## config.mk

```make
export PLATFORM = sky130hd
export DESIGN_NAME = audio_mix_sequencer_flat
export DESIGN_NICKNAME = d
export VERILOG_FILES = /design/src/rtl/audio_mix_pkg.sv /design/src/rtl/audio_mix_sequencer_if.sv /design/src/rtl/audio_mac_sat.sv /design/src/rtl/audio_mix_sequencer.sv /design/src/flat_wrapper.sv
export SDC_FILE = /design/constraint.sdc
export NUM_CORES = 1
export LEC_CHECK = 0
export CAP_MARGIN = 20
export CORE_MARGIN = 3
export CORE_UTILIZATION = 38
export CTS_CLUSTER_SIZE = 28
export DETAILED_ROUTE_END_ITERATION = 7
export GPL_TIMING_DRIVEN = 0
export PLACE_DENSITY = 0.57
export SLEW_MARGIN = 10
export SYNTH_ARGS = -nofsm -noshare
export SYNTH_HDL_FRONTEND = slang
export SYNTH_HIERARCHICAL = 1
export SYNTH_SLANG_ARGS = --single-unit
```

## constraint.sdc

```tcl
create_clock -name clock_12 -period 9.2 [get_ports clock_12]
set_clock_uncertainty 0.05 [all_clocks]
set_input_delay 1.38 -clock clock_12 [delete_from_list [all_inputs] [get_ports clock_12]]
set_output_delay 1.38 -clock clock_12 [all_outputs]
set_load 0.01 [all_outputs]
```

## src/rtl/audio_mix_pkg.sv

```systemverilog
// Shared types, constants and sample-format helpers for the audio mix sequencer.
// Holds the slot order, FSM states, source conversions and the 16-bit saturator.
package audio_mix_pkg;

    typedef enum logic [2:0] {
        S_L_A1,
        S_L_A2,
        S_L_SP,
        S_L_YM,
        S_R_A1,
        S_R_A2,
        S_R_SP,
        S_R_YM
    } slot_e;

    typedef enum logic [1:0] {
        ST_IDLE,
        ST_MAC,
        ST_SAT
    } state_e;

    localparam logic [3:0]         GAIN_UNITY = 4'd8;
    localparam int                 GAIN_SHIFT = 3;
    localparam logic signed [15:0] S16_MAX    = 16'sh7FFF;
    localparam logic signed [15:0] S16_MIN    = 16'sh8000;

    // Offset-binary to two's complement: midscale of the unsigned source maps to 0.
    function automatic logic signed [15:0] u8_to_s16(input logic [7:0] x);
        return {~x[7], x[6:0], 8'h00};
    endfunction

    function automatic logic signed [15:0] u16_to_s16(input logic [15:0] s);
        return {~s[15], s[14:0]};
    endfunction

    // Returns {clip, value}; clip is set whenever the input is outside the s16 range.
    function automatic logic [16:0] sat16(input logic signed [31:0] v);
        if (v > 32'sd32767) begin
            return {1'b1, S16_MAX};
        end else if (v < -32'sd32768) begin
            return {1'b1, S16_MIN};
        end else begin
            return {1'b0, v[15:0]};
        end
    endfunction

endpackage

```

## src/rtl/audio_mix_sequencer_if.sv

```systemverilog
// Source/sample bundle between the Williams-2 sound sources, the mixer and the audio sink.
// sample_valid is a one-cycle strobe with no ready: the sink must take audio_l/audio_r that cycle; they hold until the next strobe.
interface audio_mix_sequencer_if;

    logic [7:0]                   audio_1;
    logic [7:0]                   audio_2;
    logic [15:0]                  speech;
    logic signed [15:0]           ym2151_left;
    logic signed [15:0]           ym2151_right;
    logic [19:0]                  gains;
    logic                         mute;
    logic signed [15:0]           audio_l;
    logic signed [15:0]           audio_r;
    logic                         sample_valid;
    logic                         clip_l;
    logic                         clip_r;
    logic                         busy;
    audio_mix_pkg::state_e        state_dbg;

    modport master (
        output audio_1, audio_2, speech, ym2151_left, ym2151_right, gains, mute,
        input  audio_l, audio_r, sample_valid, clip_l, clip_r, busy, state_dbg
    );

    modport slave (
        input  audio_1, audio_2, speech, ym2151_left, ym2151_right, gains, mute,
        output audio_l, audio_r, sample_valid, clip_l, clip_r, busy, state_dbg
    );

endinterface

```

## src/rtl/audio_mac_sat.sv

```systemverilog
// Shared slot datapath: signed 16-bit sample times unsigned 4-bit gain, sign-extended
// to accumulator width. Purely combinational; the sequencer owns all registers.
module audio_mac_sat #(
    parameter int ACC_W = 24
) (
    input  logic signed [15:0]      sample_i,
    input  logic [3:0]              gain_i,
    output logic signed [ACC_W-1:0] product_o
);

    logic signed [20:0] product;

    assign product   = $signed(21'(sample_i)) * $signed(21'({1'b0, gain_i}));
    assign product_o = ACC_W'(product);

endmodule

```

## src/rtl/audio_mix_sequencer.sv

```systemverilog
// Sample-rate mixer: on each divider tick, snapshot all sources and run eight
// gain-weighted MAC slots through one shared multiplier, then saturate to s16.
module audio_mix_sequencer
    import audio_mix_pkg::*;
#(
    parameter int DIV   = 250,
    parameter int ACC_W = 24
) (
    input logic                  clock_12,
    input logic                  reset,
    audio_mix_sequencer_if.slave mix
);

    logic [11:0]             div_q, div_d;
    logic                    tick;
    state_e                  state_q, state_d;
    slot_e                   slot_q, slot_d;
    logic signed [15:0]      a1_q, a1_d, a2_q, a2_d, sp_q, sp_d;
    logic signed [15:0]      yml_q, yml_d, ymr_q, ymr_d;
    logic [19:0]             gains_q, gains_d;
    logic                    mute_q, mute_d;
    logic signed [ACC_W-1:0] acc_l_q, acc_l_d, acc_r_q, acc_r_d;
    logic signed [15:0]      out_l_q, out_l_d, out_r_q, out_r_d;
    logic                    clip_l_q, clip_l_d, clip_r_q, clip_r_d;
    logic                    valid_q, valid_d;

    logic signed [15:0]      mac_sample;
    logic [3:0]              mac_gain;
    logic signed [ACC_W-1:0] mac_product;
    logic [16:0]             sat_l, sat_r;

    assign tick  = (div_q == 12'(DIV - 1));
    assign div_d = tick ? 12'd0 : div_q + 12'd1;

    always_comb begin
        mac_sample = a1_q;
        mac_gain   = gains_q[3:0];
        case (slot_q)
            S_L_A1, S_R_A1: begin mac_sample = a1_q;  mac_gain = gains_q[3:0];   end
            S_L_A2, S_R_A2: begin mac_sample = a2_q;  mac_gain = gains_q[7:4];   end
            S_L_SP, S_R_SP: begin mac_sample = sp_q;  mac_gain = gains_q[11:8];  end
            S_L_YM:         begin mac_sample = yml_q; mac_gain = gains_q[15:12]; end
            S_R_YM:         begin mac_sample = ymr_q; mac_gain = gains_q[19:16]; end
            default: ;
        endcase
    end

    audio_mac_sat #(.ACC_W(ACC_W)) u_mac (
        .sample_i  (mac_sample),
        .gain_i    (mac_gain),
        .product_o (mac_product)
    );

    // Drop the unity-gain scaling, floor toward -inf, then clamp to s16.
    assign sat_l = sat16(32'(acc_l_q >>> GAIN_SHIFT));
    assign sat_r = sat16(32'(acc_r_q >>> GAIN_SHIFT));

    always_comb begin
        state_d  = state_q;
        slot_d   = slot_q;
        a1_d     = a1_q;
        a2_d     = a2_q;
        sp_d     = sp_q;
        yml_d    = yml_q;
        ymr_d    = ymr_q;
        gains_d  = gains_q;
        mute_d   = mute_q;
        acc_l_d  = acc_l_q;
        acc_r_d  = acc_r_q;
        out_l_d  = out_l_q;
        out_r_d  = out_r_q;
        clip_l_d = clip_l_q;
        clip_r_d = clip_r_q;
        valid_d  = 1'b0;
        case (state_q)
            ST_IDLE: begin
                if (tick) begin
                    a1_d    = u8_to_s16(mix.audio_1);
                    a2_d    = u8_to_s16(mix.audio_2);
                    sp_d    = u16_to_s16(mix.speech);
                    yml_d   = mix.ym2151_left;
                    ymr_d   = mix.ym2151_right;
                    gains_d = mix.gains;
                    mute_d  = mix.mute;
                    acc_l_d = '0;
                    acc_r_d = '0;
                    slot_d  = S_L_A1;
                    state_d = ST_MAC;
                end
            end
            ST_MAC: begin
                // Slots 0..3 feed the left side, 4..7 the right.
                if (slot_q[2]) acc_r_d = acc_r_q + mac_product;
                else           acc_l_d = acc_l_q + mac_product;
                if (slot_q == S_R_YM) state_d = ST_SAT;
                else                  slot_d  = slot_e'(slot_q + 3'd1);
            end
            ST_SAT: begin
                out_l_d  = mute_q ? 16'sd0 : sat_l[15:0];
                out_r_d  = mute_q ? 16'sd0 : sat_r[15:0];
                clip_l_d = mute_q ? 1'b0 : sat_l[16];
                clip_r_d = mute_q ? 1'b0 : sat_r[16];
                valid_d  = 1'b1;
                state_d  = ST_IDLE;
            end
            default: state_d = ST_IDLE;
        endcase
    end

    always_ff @(posedge clock_12) begin
        if (reset) begin
            div_q    <= '0;
            state_q  <= ST_IDLE;
            slot_q   <= S_L_A1;
            a1_q     <= '0;
            a2_q     <= '0;
            sp_q     <= '0;
            yml_q    <= '0;
            ymr_q    <= '0;
            gains_q  <= '0;
            mute_q   <= 1'b0;
            acc_l_q  <= '0;
            acc_r_q  <= '0;
            out_l_q  <= '0;
            out_r_q  <= '0;
            clip_l_q <= 1'b0;
            clip_r_q <= 1'b0;
            valid_q  <= 1'b0;
        end else begin
            div_q    <= div_d;
            state_q  <= state_d;
            slot_q   <= slot_d;
            a1_q     <= a1_d;
            a2_q     <= a2_d;
            sp_q     <= sp_d;
            yml_q    <= yml_d;
            ymr_q    <= ymr_d;
            gains_q  <= gains_d;
            mute_q   <= mute_d;
            acc_l_q  <= acc_l_d;
            acc_r_q  <= acc_r_d;
            out_l_q  <= out_l_d;
            out_r_q  <= out_r_d;
            clip_l_q <= clip_l_d;
            clip_r_q <= clip_r_d;
            valid_q  <= valid_d;
        end
    end

    // A tick can only be honoured in IDLE; DIV >= 12 keeps it from landing mid-sequence.
    always_ff @(posedge clock_12) begin
        if (!reset) begin
            assert (!(tick && (state_q != ST_IDLE)));
        end
    end

    assign mix.audio_l      = out_l_q;
    assign mix.audio_r      = out_r_q;
    assign mix.clip_l       = clip_l_q;
    assign mix.clip_r       = clip_r_q;
    assign mix.sample_valid = valid_q;
    assign mix.busy         = (state_q != ST_IDLE);
    assign mix.state_dbg    = state_q;

endmodule

```

## src/flat_wrapper.sv

```systemverilog
// flat-port wrapper written by rule: the top's interface ports become plain ports
module audio_mix_sequencer_flat import audio_mix_pkg::*;
#(
    parameter int DIV   = 250,
    parameter int ACC_W = 24
)
  (clock_12, reset, mix_audio_1, mix_audio_2, mix_speech, mix_ym2151_left, mix_ym2151_right, mix_gains, mix_mute, mix_audio_l, mix_audio_r, mix_sample_valid, mix_clip_l, mix_clip_r, mix_busy, mix_state_dbg);
  audio_mix_sequencer_if mix_i ();
  input logic clock_12;
  input logic reset;
  input wire logic [$bits(mix_i.audio_1)-1:0] mix_audio_1;
  input wire logic [$bits(mix_i.audio_2)-1:0] mix_audio_2;
  input wire logic [$bits(mix_i.speech)-1:0] mix_speech;
  input wire logic [$bits(mix_i.ym2151_left)-1:0] mix_ym2151_left;
  input wire logic [$bits(mix_i.ym2151_right)-1:0] mix_ym2151_right;
  input wire logic [$bits(mix_i.gains)-1:0] mix_gains;
  input wire logic [$bits(mix_i.mute)-1:0] mix_mute;
  output wire logic [$bits(mix_i.audio_l)-1:0] mix_audio_l;
  output wire logic [$bits(mix_i.audio_r)-1:0] mix_audio_r;
  output wire logic [$bits(mix_i.sample_valid)-1:0] mix_sample_valid;
  output wire logic [$bits(mix_i.clip_l)-1:0] mix_clip_l;
  output wire logic [$bits(mix_i.clip_r)-1:0] mix_clip_r;
  output wire logic [$bits(mix_i.busy)-1:0] mix_busy;
  output wire logic [$bits(mix_i.state_dbg)-1:0] mix_state_dbg;
  assign mix_i.audio_1 = mix_audio_1;
  assign mix_i.audio_2 = mix_audio_2;
  assign mix_i.speech = mix_speech;
  assign mix_i.ym2151_left = mix_ym2151_left;
  assign mix_i.ym2151_right = mix_ym2151_right;
  assign mix_i.gains = mix_gains;
  assign mix_i.mute = mix_mute;
  assign mix_audio_l = mix_i.audio_l;
  assign mix_audio_r = mix_i.audio_r;
  assign mix_sample_valid = mix_i.sample_valid;
  assign mix_clip_l = mix_i.clip_l;
  assign mix_clip_r = mix_i.clip_r;
  assign mix_busy = mix_i.busy;
  assign mix_state_dbg = mix_i.state_dbg;
  audio_mix_sequencer #(.DIV(DIV), .ACC_W(ACC_W)) u_core (.clock_12(clock_12), .reset(reset), .mix(mix_i));
endmodule
```

==> impl_results.md, run 1 <==
- Final setup viols: 0
- Synth cell types: 65
- Crit end category: flip-flop
- Syn Std Cell Area: 11,700 sq um
- CP startpoint kind: flip-flop
- Worst Path Class, Setup: reg -> reg
- Pre-CTS setup slack: 0.378 ns
- Multi-input logic area: 7360 sq um
- Die area: 33,000 sq um
- Period utilisation layout: 90.7%
- # diodes: 0
- CP max stage cell: fa_1
- H-tree depth: 4
- Final setup TNS: 0 ns
- First-pass GRT wire length: 54,100 um
- Worst-Margin Slew: 0.963 ns
- VDD IR-drop max: 0.000133 V
- Leakage: 5.80 nW
- Die Y: 182 um
- Mean Syn Cell Area: 7.93 sq um
- WP data arrival: 8.59 ns
- TritonCTS clock tree: done
- DR WL/cell: 16.6 um
- Fin worst setup slack: 0.851 ns
- Core box area: 30,000 sq um
- Async SR Flop Fraction: 0%
- Io pins: 125
- Number of flops mapped to enable cells by yosys: 0
- Clk_lat worst skew: 0.44 ns
- Number of synthesized register bits: 185
- Nets: 1,837
- Total congestion overflow: 0
- Rows: 63
- Die W: 182 um
- YS warnings: 6
- DRT Pass-1 Iters: 7
- Final ANT Viol Nets: 0
- Layout cells sized above 1: 3.92%
- Final Hold Fails: 0
- Max frequency: 120 MHz
- Largest net degree at the start of global routing: 20
- Mapped Nets: 1,695
- Post-synth top area cell: dfxtp_1
- Clock transition at the registers of the reported paths: 0.07 ns
- Total number of vias: 10,489
- Detail Placement HPWL: 26,800 um
- Most frequent cell after synthesis: nand2_1
- Initial antenna violation count: 0
- Worst R2R Start: u_core/slot_q[0]
- Period minus WS final: 8.35 ns
- CTS root buffer: clkbuf_16
- Sequential cell area: 3700 sq um
- Top cells by count, synth: nand2_1, a21oi_1, dfxtp_1, ha_1, inv_1
- Hold/Removal Path Class: reg -> reg
- Total CTS buffers: 17
- Max-cap violations: 0
- Most frequent CP cell: ha_1
- Number of vias per cell: 5.18
- Crit path max fanout: 10
- RSZ-0062 raised after global routing: no
- GP Congestion: 0.847
- Routed WL: 33,700 um
- Area Growth Syn to Fin: 20.1%
- Top area cells in the synthesized netlist: dfxtp_1, ha_1, nand2_1
- # port buffers: 123
- Cells after Synth: 1,479
- Postcts setup bufs: 0
- PwrDens: 117 nW/um^2
- GRT Resource Usage Total: 20.3%
- CTS Sinks: 185
- Status: complete, no violations
- 1st-iter DRT viols: 653
- FILL cells: 3,035
- Rel. slew slack: 35.6%
- Worst Setup SP: u_core/slot_q[0]
- Worst min-delay path startpoint: u_core/mix.audio_l[12]
- Final Util: 46.9%
- Part of the Yosys area used for sequential elements: 31.6%
- Share of the synthesized area in the top cell type: 31.6%
- DRC viols: 0
- Starting density of the core: 39.0%
- WP data required: 9.44 ns
- Final Max Tran Viols: 0
- Max incr delay on CP: 0.53 ns
- Vias in the first global route: 10,446
- Synth Flop Type: dfxtp_1
- Clock buffer depth: 2
-- path summary, 6_finish.rpt --
kind | to | cells after the start | slack, ns
worst max register to register | u_core/acc_l_q[23] | 30 | 0.85
worst max-delay path | u_core/acc_l_q[23] | 30 | 0.85
worst min register to register | u_core/mix.audio_l[12] | 2 | 0.40
worst min-delay path | u_core/mix.audio_l[12] | 2 | 0.40
-- power by group --
group / total [W] / leakage, nW / switching [W] / internal (W)
clock: 0.000785 / 0.308 / 0.000367 / 0.000418
combinational: 0.0000598 / 4.00 / 0.0000246 / 0.0000351
sequential: 0.000802 / 1.49 / 0.00000115 / 0.000801
-- through the flow --
| stage | instances | total power [W] | hold slack [ns] | instance area, sq um |
|---|---|---|---|---|
| 2_1_floorplan | 1479 | 0.000834 | 0.383 | 11700 |
| 3_3_place_gp | 1992 | 0.000881 | 0.389 | 13400 |
| 3_5_place_dp | 1992 | 0.000881 | 0.395 | 13400 |
| 4_1_cts | 2024 | 0.00166 | 0.405 | 14100 |
| 5_1_grt | 2024 | 0.00170 | 0.423 | 14100 |
| 6_report | 2024 | 0.00165 | 0.400 | 14100 |
-- per-layer routing --
layer / routed length [um] / GRT usage (%) / vias to the layer above
met5: 0 / 0 / -
met3: 1310 / 2.62 / 35
met1: 15800 / 26.8 / 4854
met2: 15800 / 34.9 / 250
li1: - / - / 5350
met4: 682 / 6.09 / 0
-- repair_timing --
action / in CTS / in global routing
hold buffers: 0 / 0
resized for setup: 0 / 2
endpoints found under the hold margin: 0 / 0
setup endpoints to repair: 0 / 1
-- critical path, delay by kind of cell, from the launching register on --
kind | cells | cell delay [ns]
compound gates | 10 | 2.62
xor+xnor | 1 | 0.15
fa+ha+maj | 7 | 2.46
buf+inv | 5 | 1.22
flops | 1 | 0.41
mux | 2 | 0.42
simple gates | 5 | 0.82
-- kinds of logic (layout without fill, tap and decap cells) --
kind of cell    count (synthesis)  in the layout  share of synthesized area (%)
compound gates                404            404                           21.4
xor+xnor                       67             67                           5.00
fa+ha+maj                     129            129                           16.0
buf+inv                       172            327                           5.69
mux                            14             14                           1.32
simple gates                  508            508                           19.0
flops                         185            185                           31.6
-- state kept, by name (all words and copies together), names as in the netlist, 16 cells and up --
register	cells
u_core/acc_r_q	24
u_core/mix.audio_r	16
u_core/acc_l_q	24
u_core/ymr_q	16
u_core/yml_q	16
u_core/mix.audio_l	16
u_core/sp_q	16
u_core/gains_q	20
-- cells in the final DEF, fill, tap and decap left out, types with 5 or more instances in the layout --
cell	netlist	layout
nand2_1	273	273
nand4_1	5	5
a21o_1	25	25
a211oi_1	11	11
fa_1	35	35
a21oi_1	189	189
and2_1	51	51
o21bai_1	9	9
dfxtp_1	185	185
a222oi_1	8	8
xnor2_1	42	42
nor3_1	15	15
nand3_1	40	40
or3_1	6	6
and3_1	6	6
nand2b_1	10	10
mux2_2	12	12
clkbuf_16	0	17
a31oi_1	18	18
o21a_1	8	8
xor2_1	25	25
o21ai_0	55	55
clkdlybuf4s50_1	0	123
a22oi_1	28	28
clkbuf_1	70	70
ha_1	94	94
a22o_1	16	16
nor2_1	86	86
inv_1	92	92
o211ai_1	6	6
-- final cells by class --
cell class	instances	area share, %
Buffer	80	2.28
Sequential cell	185	26.3
Clock inverter	15	1.44
Clock buffer	17	3.02
Timing Repair Buffer	123	8.74
Tap cell	390	3.47
Inverter	92	2.45
Multi-Input combinational cell	1122	52.3
Note: power is estimated with default switching activity, not from simulation.
==> run 2: changes to the inputs <==
- CORE_UTILIZATION: 38 -> 25
- MAX_ROUTING_LAYER: default -> met4
- PLACE_DENSITY: 0.57 -> 0.42
==> impl_results.md, run 2 (synthesis gave the netlist of run 1 again) <==
- Status: complete, no violations
- Starting density of the core: 25.6%
- Largest net degree at the start of global routing: 18
- # diodes: 0
- Worst reg2reg setup slack: 0.66 ns
- PwrDens: 116 nW/um^2
- R2R depth: 30
- DRT Pass-1 Iters: 5
- Pre-CTS setup slack: 0.244 ns
- CP startpoint kind: flip-flop
- Area Growth Syn to Fin: 22.1%
- Max incr delay on CP: 0.64 ns
- Total congestion overflow: 0
- Multi-input logic area: 7360 sq um
- Worst Setup SP: u_core/slot_q[0]
- Number of vias per cell: 4.66
- Sequential cell area: 3700 sq um
- H-tree depth: 4
- FILL cells: 4,958
- CTS Hold Bufs: 0
- DRC viols: 0
- WP data arrival: 8.81 ns
- Worst Path Class, Setup: reg -> reg
- Die W: 223 um
- Total number of vias: 10,420
- Rows: 78
- Resized Gates After CTS: 0
- Total CTS buffers: 17
- CTS root buffer: clkbuf_16
- Detail Placement HPWL: 30,300 um
- Most frequent cells in the layout: nand2_1, a21oi_1, dfxtp_1
- Final Max Tran Viols: 0
- Commonest non-fill, non-tap cell in the layout: nand2_1
- Largest regs: u_core/acc_l_q: 24 flops, u_core/acc_r_q: 24 flops, u_core/gains_q: 20 flops
- RSZ-0062 raised after global routing: no
- Final Hold Fails: 0
- Final setup TNS: 0 ns
- Fin cells: 2,234
- Postcts setup bufs: 0
- Placed Cells: 2,202
- Clock transition at the registers of the reported paths: 0.08 ns
- Leakage: 5.80 nW
- 1st-iter DRT viols: 500
- Routed WL: 37,600 um
- Worst Hold End: u_core/mix.audio_r[8]
- Layout cells sized above 1: 3.92%
- Clock buffer depth: 2
- Rel. slew slack: 27.9%
- Die area: 49,500 sq um
- Worst R2R Start: u_core/slot_q[0]
- Reg2Reg Capture Point: u_core/acc_l_q[23]
- Hold/Removal Path Class: reg -> reg
- GP Congestion: 0.855
- Worst min-delay path startpoint: u_core/mix.audio_r[8]
- Io pins: 125
- WP data required: 9.47 ns
- Final setup viols: 0
- Period utilisation layout: 92.8%
- Final ANT Viol Nets: 0
- Max-cap violations: 0
- Hold Path Depth: 2
- Fin worst setup slack: 0.661 ns
- Most frequent CP cell: ha_1
- Crit end category: flip-flop
- Core box area: 45,900 sq um
- Period minus WS final: 8.54 ns
- # port buffers: 123
- TritonCTS clock tree: done
- Crit path max fanout: 10
- Nets: 1,837
- CTS Sinks: 185
- GRT Resource Usage Total: 15.7%
- VDD IR-drop max: 0.000108 V
- Die Y: 223 um
- Clk_lat worst skew: 0.47 ns
- Max frequency: 117 MHz
- Worst-Margin Slew: 1.08 ns
- First-pass GRT wire length: 59,700 um
- DR WL/cell: 16.8 um
- Vias in the first global route: 10,632
- CP max stage cell: a2111oi_1
- Initial antenna violation count: 0
-- run 2: cell types whose count changed in the layout (fill, tap and decap cells not counted) --
cell | previous run | this run
inv_6 | 3 | 4
clkbuf_2 | 0 | 1
clkinv_4 | 2 | 0
a2111oi_1 | 0 | 1
clkinv_8 | 3 | 0
inv_8 | 4 | 3
clkbuf_1 | 70 | 69
a2111oi_2 | 1 | 0
clkinvlp_4 | 0 | 1
bufinv_16 | 2 | 3
clkinv_2 | 1 | 4
-- run 2: how the worst max path moves through the flow --
stage	slack, ns	depth (start not counted)	endpoint
after floorplan	2.27	30	u_core/acc_r_q[23]
after global placement	0.30	30	u_core/acc_l_q[23]
after detailed placement	0.24	30	u_core/acc_l_q[23]
after CTS	0.23	30	u_core/acc_l_q[23]
after global routing	0.02	30	u_core/acc_l_q[23]
final	0.66	30	u_core/acc_l_q[23]
-- run 2: layout make-up --
| cell class | count | area share (%) |
|---|---|---|
| Clock inverter | 15 | 1.30 |
| Sequential cell | 185 | 25.9 |
| Clock buffer | 17 | 2.97 |
| Buffer | 80 | 2.25 |
| Multi-Input combinational cell | 1122 | 51.4 |
| Tap cell | 600 | 5.24 |
| Timing Repair Buffer | 123 | 8.60 |
| Inverter | 92 | 2.41 |
-- run 2: worst max-delay path, delay by kind of cell, from the launching register on --
kind / cells / cell delay (ns)
DFF: 1 / 0.43
and+or+nand+nor: 5 / 0.89
xor gates and xnor gates: 1 / 0.16
muxes: 2 / 0.41
adders and majority gates: 7 / 2.43
AOI/OAI and AO/OA: 10 / 2.67
buffers and inverters: 5 / 1.31
-- run 2: metal layers --
metal  global-route usage, %  routed length [um]
met3                    2.07                1210
met5                       -                   0
met1                    20.5               18500
met2                    25.9               17400
met4                    4.00                 525
-- run 2: power by group --
group	internal, W	switching, W	total (W)
Clock	0.000435	0.000363	0.000798
Sequential	0.000801	0.00000108	0.000802
Combinational	0.0000352	0.0000265	0.0000617
Total	0.00127	0.000391	0.00166
-- run 2: stage by stage --
stage,utilization [%],total power [W],instance area (sq um),hold slack (ns)
finish,31.2,0.00166,14300,0.402
global route,31.2,0.00171,14300,0.420
CTS,31.2,0.00169,14300,0.406
detailed placement,29.9,0.000883,13700,0.396
global placement,29.9,0.000884,13700,0.393
floorplan,-,0.000834,11700,0.383
